===== config.mk =====
export PLATFORM = sky130hd
export DESIGN_NAME = ram_port_arbiter
export DESIGN_NICKNAME = d
export VERILOG_FILES = /design/src/rtl/ram_port_arbiter.sv
export SDC_FILE = /design/constraint.sdc
export NUM_CORES = 1
export LEC_CHECK = 0
export ABC_CLOCK_PERIOD_IN_PS = 1350
export CAP_MARGIN = 5
export CORE_UTILIZATION = 36
export CTS_CLUSTER_DIAMETER = 80
export DETAILED_ROUTE_END_ITERATION = 10
export MAX_ROUTING_LAYER = met4
export PLACE_DENSITY = 0.75
export SKIP_CTS_REPAIR_TIMING = 1
export SLEW_MARGIN = 20
export SYNTH_ARGS = -nofsm -noshare
export SYNTH_HDL_FRONTEND = slang
export SYNTH_SLANG_ARGS = --single-unit

===== constraint.sdc =====
create_clock -name clk -period 1.35 [get_ports clk]
set_clock_uncertainty 0.15 [all_clocks]
set_input_delay 0.2025 -clock clk [delete_from_list [all_inputs] [get_ports clk]]
set_output_delay 0.2025 -clock clk [all_outputs]
set_load 0.05 [all_outputs]

===== src/rtl/ram_port_arbiter.sv =====
// Round-robin arbiter sharing a small word-addressed RAM between two requesters.
// Define RAM_ARB_STATS_EN to add saturating per-requester handshake counters.
module ram_port_arbiter #(
   parameter int ADDR_W = 2,
   parameter int DATA_W = 8
) (
   input  logic              clk,
   input  logic              rst_n,
   // requester 0
   input  logic              req0_valid,
   input  logic              req0_rw,
   input  logic [ADDR_W-1:0] req0_addr,
   input  logic [DATA_W-1:0] req0_wdata,
   output logic              req0_ready,
   output logic              resp0_valid,
   output logic [DATA_W-1:0] resp0_rdata,
   // requester 1
   input  logic              req1_valid,
   input  logic              req1_rw,
   input  logic [ADDR_W-1:0] req1_addr,
   input  logic [DATA_W-1:0] req1_wdata,
   output logic              req1_ready,
   output logic              resp1_valid,
   output logic [DATA_W-1:0] resp1_rdata,
`ifdef RAM_ARB_STATS_EN
   output logic [7:0]        grant_cnt0,
   output logic [7:0]        grant_cnt1,
`endif
   // RAM side
   output logic              ram_en,
   output logic              ram_rw,
   output logic [ADDR_W-1:0] ram_addr,
   output logic [DATA_W-1:0] ram_wdata,
   input  logic [DATA_W-1:0] ram_rdata
);

   typedef enum logic [1:0] {
      IDLE   = 2'd0,
      ACCESS = 2'd1,
      RESP   = 2'd2
   } state_e;

   state_e state_q, state_d;

   logic              last_grant_q, last_grant_d;
   logic              owner_q, owner_d;
   logic              grant0, grant1;
   logic              hs0, hs1, hs;

   logic              ram_en_q, ram_en_d;
   logic              ram_rw_q, ram_rw_d;
   logic [ADDR_W-1:0] ram_addr_q, ram_addr_d;
   logic [DATA_W-1:0] ram_wdata_q, ram_wdata_d;

   logic              resp0_valid_q, resp0_valid_d;
   logic              resp1_valid_q, resp1_valid_d;
   logic [DATA_W-1:0] resp0_rdata_q, resp0_rdata_d;
   logic [DATA_W-1:0] resp1_rdata_q, resp1_rdata_d;

   // last_grant_q == 1 means requester 1 won last, so requester 0 wins a tie.
   always_comb begin : grant_logic
      grant0 = req0_valid & (~req1_valid | last_grant_q);
      grant1 = req1_valid & ~grant0;
   end

   // ------------------------------------------------------------------
   // FSM: state register
   // ------------------------------------------------------------------
   // NOTE: sequential state is written with non-blocking assignments only, so
   // every register samples the pre-edge values of all the others.
   always_ff @(posedge clk or negedge rst_n) begin : state_reg
      if (!rst_n) begin
         state_q <= IDLE;
      end else begin
         state_q <= state_d;
      end
   end

   // ------------------------------------------------------------------
   // FSM: next-state logic
   // ------------------------------------------------------------------
   // NOTE: each combinational block assigns a default to every variable it
   // drives before any branch, so no path can infer a latch.
   always_comb begin : next_state
      state_d = state_q;
      unique case (state_q)
         IDLE:    if (grant0 || grant1) state_d = ACCESS;
         ACCESS:  state_d = RESP;
         RESP:    state_d = IDLE;
         default: state_d = IDLE;
      endcase
   end

   // ------------------------------------------------------------------
   // FSM: outputs (ready is combinational and only offered in IDLE)
   // ------------------------------------------------------------------
   always_comb begin : fsm_outputs
      req0_ready = 1'b0;
      req1_ready = 1'b0;
      if (state_q == IDLE) begin
         req0_ready = grant0;
         req1_ready = grant1;
      end
   end

   // A grant implies the matching valid, so ready alone marks the handshake.
   assign hs0 = req0_ready;
   assign hs1 = req1_ready;
   assign hs  = hs0 | hs1;

   // ------------------------------------------------------------------
   // Datapath next-state: RAM command, owner tracking, response capture
   // ------------------------------------------------------------------
   always_comb begin : datapath_next
      last_grant_d  = last_grant_q;
      owner_d       = owner_q;
      ram_en_d      = 1'b0;
      ram_rw_d      = 1'b0;
      ram_addr_d    = ram_addr_q;
      ram_wdata_d   = ram_wdata_q;
      resp0_valid_d = 1'b0;
      resp1_valid_d = 1'b0;
      resp0_rdata_d = '0;
      resp1_rdata_d = '0;

      if (hs) begin
         owner_d      = hs1;
         last_grant_d = hs1;
         ram_en_d     = 1'b1;
         ram_rw_d     = hs1 ? req1_rw    : req0_rw;
         ram_addr_d   = hs1 ? req1_addr  : req0_addr;
         ram_wdata_d  = hs1 ? req1_wdata : req0_wdata;
      end

      // Read data is taken at the edge that closes the access cycle.
      if (state_q == ACCESS) begin
         if (owner_q) begin
            resp1_valid_d = 1'b1;
            resp1_rdata_d = ram_rw_q ? '0 : ram_rdata;
         end else begin
            resp0_valid_d = 1'b1;
            resp0_rdata_d = ram_rw_q ? '0 : ram_rdata;
         end
      end
   end

   // An asynchronous reset drops ram_en at once, so an in-flight write never
   // reaches its commit edge and its response is never issued.
   always_ff @(posedge clk or negedge rst_n) begin : datapath_reg
      if (!rst_n) begin
         last_grant_q  <= 1'b1;
         owner_q       <= 1'b0;
         ram_en_q      <= 1'b0;
         ram_rw_q      <= 1'b0;
         ram_addr_q    <= '0;
         ram_wdata_q   <= '0;
         resp0_valid_q <= 1'b0;
         resp1_valid_q <= 1'b0;
         resp0_rdata_q <= '0;
         resp1_rdata_q <= '0;
      end else begin
         last_grant_q  <= last_grant_d;
         owner_q       <= owner_d;
         ram_en_q      <= ram_en_d;
         ram_rw_q      <= ram_rw_d;
         ram_addr_q    <= ram_addr_d;
         ram_wdata_q   <= ram_wdata_d;
         resp0_valid_q <= resp0_valid_d;
         resp1_valid_q <= resp1_valid_d;
         resp0_rdata_q <= resp0_rdata_d;
         resp1_rdata_q <= resp1_rdata_d;
      end
   end

   assign ram_en      = ram_en_q;
   assign ram_rw      = ram_rw_q;
   assign ram_addr    = ram_addr_q;
   assign ram_wdata   = ram_wdata_q;
   assign resp0_valid = resp0_valid_q;
   assign resp1_valid = resp1_valid_q;
   assign resp0_rdata = resp0_rdata_q;
   assign resp1_rdata = resp1_rdata_q;

`ifdef RAM_ARB_STATS_EN
   logic [7:0] grant_cnt0_q, grant_cnt0_d;
   logic [7:0] grant_cnt1_q, grant_cnt1_d;

   // Counters stick at 8'hFF rather than wrapping.
   always_comb begin : stats_next
      grant_cnt0_d = grant_cnt0_q;
      grant_cnt1_d = grant_cnt1_q;
      if (hs0 && (grant_cnt0_q != 8'hFF)) grant_cnt0_d = grant_cnt0_q + 8'd1;
      if (hs1 && (grant_cnt1_q != 8'hFF)) grant_cnt1_d = grant_cnt1_q + 8'd1;
   end

   always_ff @(posedge clk or negedge rst_n) begin : stats_reg
      if (!rst_n) begin
         grant_cnt0_q <= '0;
         grant_cnt1_q <= '0;
      end else begin
         grant_cnt0_q <= grant_cnt0_d;
         grant_cnt1_q <= grant_cnt1_d;
      end
   end

   assign grant_cnt0 = grant_cnt0_q;
   assign grant_cnt1 = grant_cnt1_q;
`endif

endmodule


Word level (Yosys, flattened, before mapping) --
Index checks and enable logic that the tools add are counted. Widths: inputs -> output; s select.
Cells by class: mux-type cells 18, reduce and logical (&&, ||, !) cells 2, bitwise operators 6, equality and inequality tests 2
Operators with widths (number):
- $mux 8 | 6
- $mux 1 | 9
- $mux 2 | 2
- $pmux 2 s2 | 1
- $and 1x1->1 | 2
- $eq 2x1->1 const B | 1
- $logic_not 2->1 | 1
- $ne 2x2->1 const B | 1
- $not 1->1 | 2
- $or 1x1->1 | 2
- $logic_or 1x1->1 | 1
Storage, ports and cells: word-level logic and storage cells 39, bits in registers 34, output and inout bits 32

Longest topological paths before layout --
Gate-level depths: netlist of the first run.
depth after elaboration 8, depth in mapped cells 4, depth with buffers taken out 3

Least setup slack after synthesis of the first run --
No wires, ideal clock.
path type reg2out, start point reg state_q[1], end point out req0_ready, stages on the path, launching flop included 4, path slack -0.327 ns, data arrival time 1.325 ns, data required time 0.998 ns, cell sequence dfrtp_1 nor2_1 nand2_1 nor2_1
On the way: cells in the longest elaborated chain, start to end 2
Ends and longest elaborated chain:
- start, declared | RTL line 43 | state_e state_q, state_d;
- start signal, assigned | RTL line 75 | state_q <= state_d;
- $logic_not 2->1 | RTL line 100 | if (state_q == IDLE) begin
- $mux 1 | RTL line 100
- end, declared | RTL line 14 | output logic req0_ready,
No other way between the ends.

Worst setup path after layout of the first run --
start point reg last_grant_q, end point out req0_ready
On the way: cells in the longest elaborated chain, start to end 3
Ends and longest elaborated chain:
- start, declared | RTL line 45 | logic last_grant_q, last_grant_d;
- start signal, assigned | RTL line 162 | last_grant_q <= last_grant_d;
- $or 1x1->1 | RTL line 62 | grant0 = req0_valid & (~req1_valid | last_grant_q);
- $and 1x1->1 | RTL line 62
- $mux 1 | RTL line 100
No other way between the ends.

==> reports/results.ini, run 1 <==
[grt]
grt_max_degree = 35
grtUsageTotal_pct = 21.8
overflow = 0
grt_pass1_vias = 1338
antenna_found_initial = 0
grt_pass1_wl_mm = 6.52

[floorplanning]
die_h_um = 64.8
coreArea_sq_um = 3720
die_w_um = 64.8
dieArea_sq_um = 4200
io_pins = 66
fp-row-count = 22
floorplan.initialDensity_pct = 38.2

[place]
placed_cell_area_sq_um = 2530
port_buffers = 65
dp_hpwl_mm = 3.04
dp_cells = 247
gp_congestion = 0.844

[critical_path]
crit_top_cell = nor2_4
worstPathCellList = buf_6 > nor2_4 > nor2_4 > buf_12
worst-setup-path-type = flip-flop to output pin
cp.required_ns = 1.00
worst-path-buf-inv = 2
cpLargestDelayFamily = flip-flops
critPathLaunchType = flip-flop
crit_path_end_kind = output pin
arrival_ns = 1.28
max_stage_delay_ns = 0.58
rrSetupSlack_ns = -0.07
r2r_start = last_grant_q
cp_max_fo = 3
slowest_stage = dfstp_2
rr_endpoint = ram_rw
ff2ff_path_depth = 4

[clocking]
cts_tree = done
cts.clk_slew.worst_paths_ns = 0.07
root_buffer = clkbuf_8
cts_buffer_depth = 2
cts_buffers = 5
clk_latency_ns = 0.28
htreeDepth = 2
cts_sinks = 34

[status]
run_status = finished, violations left
violations = setup timing

[sta]
holdWs_ns = 0.147
setup_viol = 15
hold_viol = 0
relSlewSlack_pct = 84.0
fin_crit_ns = 1.63
period_share_pct = 121
rsz0062_at_grt = yes
worst_pin_slew_ns = 0.240
fmax_mhz = 612
finalSetupTns_ns = -0.904
layout_setup_ws_ns = -0.284
maxSlewViolCount = 0

[route]
dr_total_vias = 1286
wirelength_mm = 3.90
ant_nets = 0
via_per_inst = 5.00
remaining_drc_errors = 0
wl_per_cell_um = 15.2
detail_route.iter0.violations = 57
drtPass1Iterations = 4

[layout]
fin_cells = 257
drive_gt1_share_pct = 32.5
area_growth_pct = 87.4
final_area_sq_um = 2660
fin_nets = 242
antennaDiodeCount = 0

[flow_run]
maxCapViolCount = 0

[synthesis]
synth_flop_cell = dfrtp_1
syn_area_sq_um = 1420
yosys-top-cells-area = dfrtp_1 58%, o2111ai_1 6.2%, nor2_1 5.8%
syn_area_per_cell_sq_um = 11.0
synthDistinctLibCells = 23
yosysSeqAreaShare_pct = 60.0
synth-edff-count = 0
yosysMostFrequentCell = dfrtp_1
synth_nets = 163
netlist.area_leader.share_pct = 58.1
yosys-top-cells-count = 33 x dfrtp_1, 22 x nor2_1, 11 x and3_1
synthArstFlopShare_pct = 100
synth_cells = 129
yosys.area.top_type = dfrtp_1
ys_seq_elements = 34
yosys_warnings = 0

[pwr]
comb_power_share_pct = 59.0
p_int_w = 0.00348
p_seq_share_pct = 29.2
peakVddDrop_mv = 1.35
p_sw_w = 0.00260
p_leak_nw = 1.23
switching_share_pct = 42.8
cellPowerDensity_nw_per_um2 = 2280
clockPowerShare_pct = 11.7

[worst_hold_path]
hold_path.class = input pin to async pin

## cell families after synthesis
| family | Yosys count | share of synthesized area, % |
|---|---|---|
| AO/OA/AOI/OAI | 24 | 12.0 |
| buffers and inverters | 12 | 4.41 |
| flip-flops | 34 | 60.0 |
| AND/OR/NAND/NOR | 59 | 23.6 |
## worst max-delay path by stage
| stage | end | slack [ns] | from | cells past startpoint |
|---|---|---|---|---|
| final | req0_ready | -0.28 | last_grant_q | 4 |
| after global routing | req1_ready | -0.32 | state_q[0] | 3 |
| after CTS | req1_ready | -0.45 | last_grant_q | 3 |
| after detailed placement | req1_ready | -0.37 | req0_valid | 4 |
| after global placement | req1_ready | -0.32 | req0_valid | 4 |
| after floorplan | req1_ready | -0.006 | state_q[0] | 3 |
## routing by layer
layer | vias to the layer above | track usage (%) | share of wire [%]
met2 | 72 | 36.6 | 49
met1 | 605 | 24.7 | 41
li1 | 605 | - | -
met5 | - | - | 0
met3 | 4 | 6.69 | 8.1
met4 | 0 | 6.67 | 1.4
## sequential cells by signal, summed over array words and instances, names as in the netlist
| signal | flops |
|---|---|
| last_grant_q | 1 |
| owner_q | 1 |
| ram_addr | 2 |
| ram_en | 1 |
| ram_rw | 1 |
| ram_wdata | 8 |
| resp0_rdata | 8 |
| resp0_valid | 1 |
| resp1_rdata | 8 |
| resp1_valid | 1 |
| state_q | 2 |
## cell type report
type                       count  area (sq um)
clock buffer                   6          72.6
clock inverter                 2          10.0
fill                         276          1050
inverter                       3          11.3
multi-input combinational     83           538
sequential                    34           856
tap                           48          60.1
timing repair buffer          81          1110
## cell usage in the layout, fill, tap and decap left out
cell,n
nor2_1,19
o21a_1,1
or2_4,1
dfrtp_2,3
a22o_1,1
and3_1,11
nand2b_1,8
dlymetal6s2s_1,1
o2111ai_1,10
and2b_1,1
buf_12,33
dfrtp_1,30
buf_6,2
clkbuf_8,5
nor2_2,1
nand3b_1,10
o21ai_1,10
nand2_1,1
nand2b_2,1
clkbuf_1,1
inv_1,3
clkdlybuf4s50_1,32
nand2_4,1
buf_4,13
nor3b_4,1
o22a_1,1
clkinv_2,2
nand2_2,1
dfstp_2,1
and2_4,1
a21boi_1,1
nor2_4,2
## power by group through the flow
stage	logic (W)	clock network, W	registers, W
detailed placement	0.00352	0	0.00176
floorplan	0.000854	0	0.00257
global route	0.00377	0.000761	0.00182
finish	0.00359	0.000713	0.00178
global placement	0.00343	0	0.00175
CTS	0.00351	0.000724	0.00175
## per-stage QoR
stage	total power, W	worst slack (ns)	util (%)
2_1_floorplan	0.00342	-0.00623	-
3_3_place_gp	0.00517	-0.315	68.0
3_5_place_dp	0.00527	-0.371	68.0
4_1_cts	0.00599	-0.445	70.2
5_1_grt	0.00635	-0.323	71.6
6_report	0.00608	-0.284	71.6
No activity file was read; power rests on OpenSTA's default activity.
==> run 2, diff against run 1 <==
- RECOVER_POWER: not set -> 50
- SKIP_LAST_GASP: not set -> 1
==> run 2 against run 1 <==
  * Sequential power about the same
  * Critical path depth unchanged
  * Clock power down 0.7%
  * Die area unchanged
  * Sequential share of layout area up 1.2 points
  * Cell area down 3.7%
  * Clock-buffer cell count unchanged
  * Final cell count unchanged
  * Non-clock buffer count unchanged
  * The flow still finishes with violations (setup timing)
  * Flip-flop and latch count unchanged
  * Critical path type unchanged
==> reports/results.ini, run 2 (synthesis gave the netlist of run 1 again) <==
[critical_path]
cp_max_fo = 3
arrival_ns = 1.28
critPathLaunchType = flip-flop
worst-setup-path-type = flip-flop to output pin
crit_path_end_kind = output pin
cp.required_ns = 1.00

[layout]
final_cell_mix = 31 x clkdlybuf4s50_1, 30 x dfrtp_1, 27 x buf_12
fillCellCount = 291
drive_gt1_share_pct = 31.1
fin_cells = 257
area_growth_pct = 80.5
fin_nets = 242
final_common_cell = clkdlybuf4s50_1
seqCellArea_sq_um = 856
multi_input_area_sq_um = 531
antennaDiodeCount = 0

[sta]
rsz0062_at_grt = yes
holdWs_ns = 0.335
fmax_mhz = 612
maxSlewViolCount = 0
worst_pin_slew_ns = 0.788
hold_viol = 0
fin_crit_ns = 1.63
layout_setup_ws_ns = -0.284
period_share_pct = 121
relSlewSlack_pct = 47.5
setup_viol = 15

[clocking]
root_buffer = clkbuf_8
cts_tree = done
cts_buffer_depth = 2
cts.clk_slew.worst_paths_ns = 0.07
htreeDepth = 2
cts_sinks = 34
clk_latency_ns = 0.28
cts_buffers = 5

[pwr]
cellPowerDensity_nw_per_um2 = 2300
peakVddDrop_mv = 1.35
p_leak_nw = 1.20

[worst_hold_path]
hold_path.class = input pin to flip-flop

[route]
wl_per_cell_um = 15.1
remaining_drc_errors = 0
dr_total_vias = 1274
ant_nets = 0
wirelength_mm = 3.89
drtPass1Iterations = 4
via_per_inst = 4.96
detail_route.iter0.violations = 48

[grt]
antenna_found_initial = 0
grt_max_degree = 35
grt_pass1_vias = 1338
overflow = 0
grt_pass1_wl_mm = 6.52
grtUsageTotal_pct = 21.8

[place]
port_buffers = 65
dp_hpwl_mm = 3.04
dp_cells = 247
gp_congestion = 0.844

[floorplanning]
coreArea_sq_um = 3720
fp-row-count = 22
io_pins = 66
die_h_um = 64.8
dieArea_sq_um = 4200
floorplan.initialDensity_pct = 38.2
die_w_um = 64.8

[status]
run_status = finished, violations left
violations = setup timing

[flow_run]
maxCapViolCount = 0

==> run 2: cell count changes in the layout (fill, tap and decap cells not counted) <==
| cell | change |
|---|---|
| buf_12 | -6 |
| clkbuf_2 | +6 |
| clkdlybuf4s50_1 | -1 |
| dlygate4sd3_1 | +1 |
| nand2_1 | +1 |
| nand2_2 | -1 |
| nand2b_1 | +1 |
| nand2b_2 | -1 |
| o21ai_0 | +1 |
| o21ai_1 | -1 |
| or2_1 | +1 |
| or2_4 | -1 |
==> run 2: critical path, cell delays in order, from the launching register on <==
cell,delay (ns)
dfstp_2,0.58
buf_6,0.12
nor2_4,0.04
nor2_4,0.12
buf_12,0.14
==> run 2: stage by stage <==
stage	power [W]	util, %	setup TNS, ns	worst slack (ns)	instance area [sq um]
after global routing	0.00617	69.0	-3.69	-0.324	2560
after global placement	0.00517	68.0	-3.87	-0.315	2530
after detailed placement	0.00527	68.0	-4.90	-0.371	2530
after CTS	0.00599	70.2	-1.74	-0.445	2610
final	0.00589	69.0	-1.31	-0.284	2560
after floorplan	0.00342	-	-0.00623	-0.00623	1430
==> run 2: where the power goes <==
| group | internal, W | switching [W] | total (W) |
|---|---|---|---|
| Sequential | 0.00138 | 0.000366 | 0.00175 |
| Clock | 0.000357 | 0.000351 | 0.000708 |
| Combinational | 0.00159 | 0.00185 | 0.00344 |
| Total | 0.00333 | 0.00256 | 0.00589 |
==> run 2: final timing paths <==
| check | startpoint | end | slack [ns] | cells after the start |
|---|---|---|---|---|
| hold / removal | ram_rdata[7] | resp1_rdata[7] | 0.34 | 3 |
| min in group asynchronous | rst_n | resp0_rdata[0] | 0.40 | 2 |
| setup reg to reg | state_q[1] | ram_wdata[0] | -0.09 | 3 |
| hold reg to reg | owner_q | owner_q | 0.40 | 1 |
| setup / recovery | last_grant_q | req0_ready | -0.28 | 4 |
| max in group asynchronous | rst_n | ram_rw | 0.10 | 2 |
==> run 2: area by class of cell <==
type,instances,area share [%]
multi-input combinational,83,20.7
clock buffer,6,2.83
sequential,34,33.4
clock inverter,2,0.390
timing repair buffer,81,39.9
inverter,3,0.439
tap,48,2.34
==> run 2: per-layer routing <==
metal,part of all wire (%),track usage [%],vias up
li1,-,-,605
met1,40,24.7,597
met2,50,36.6,68
met3,8.8,6.69,4
met4,1.4,6.67,0
met5,0,-,-
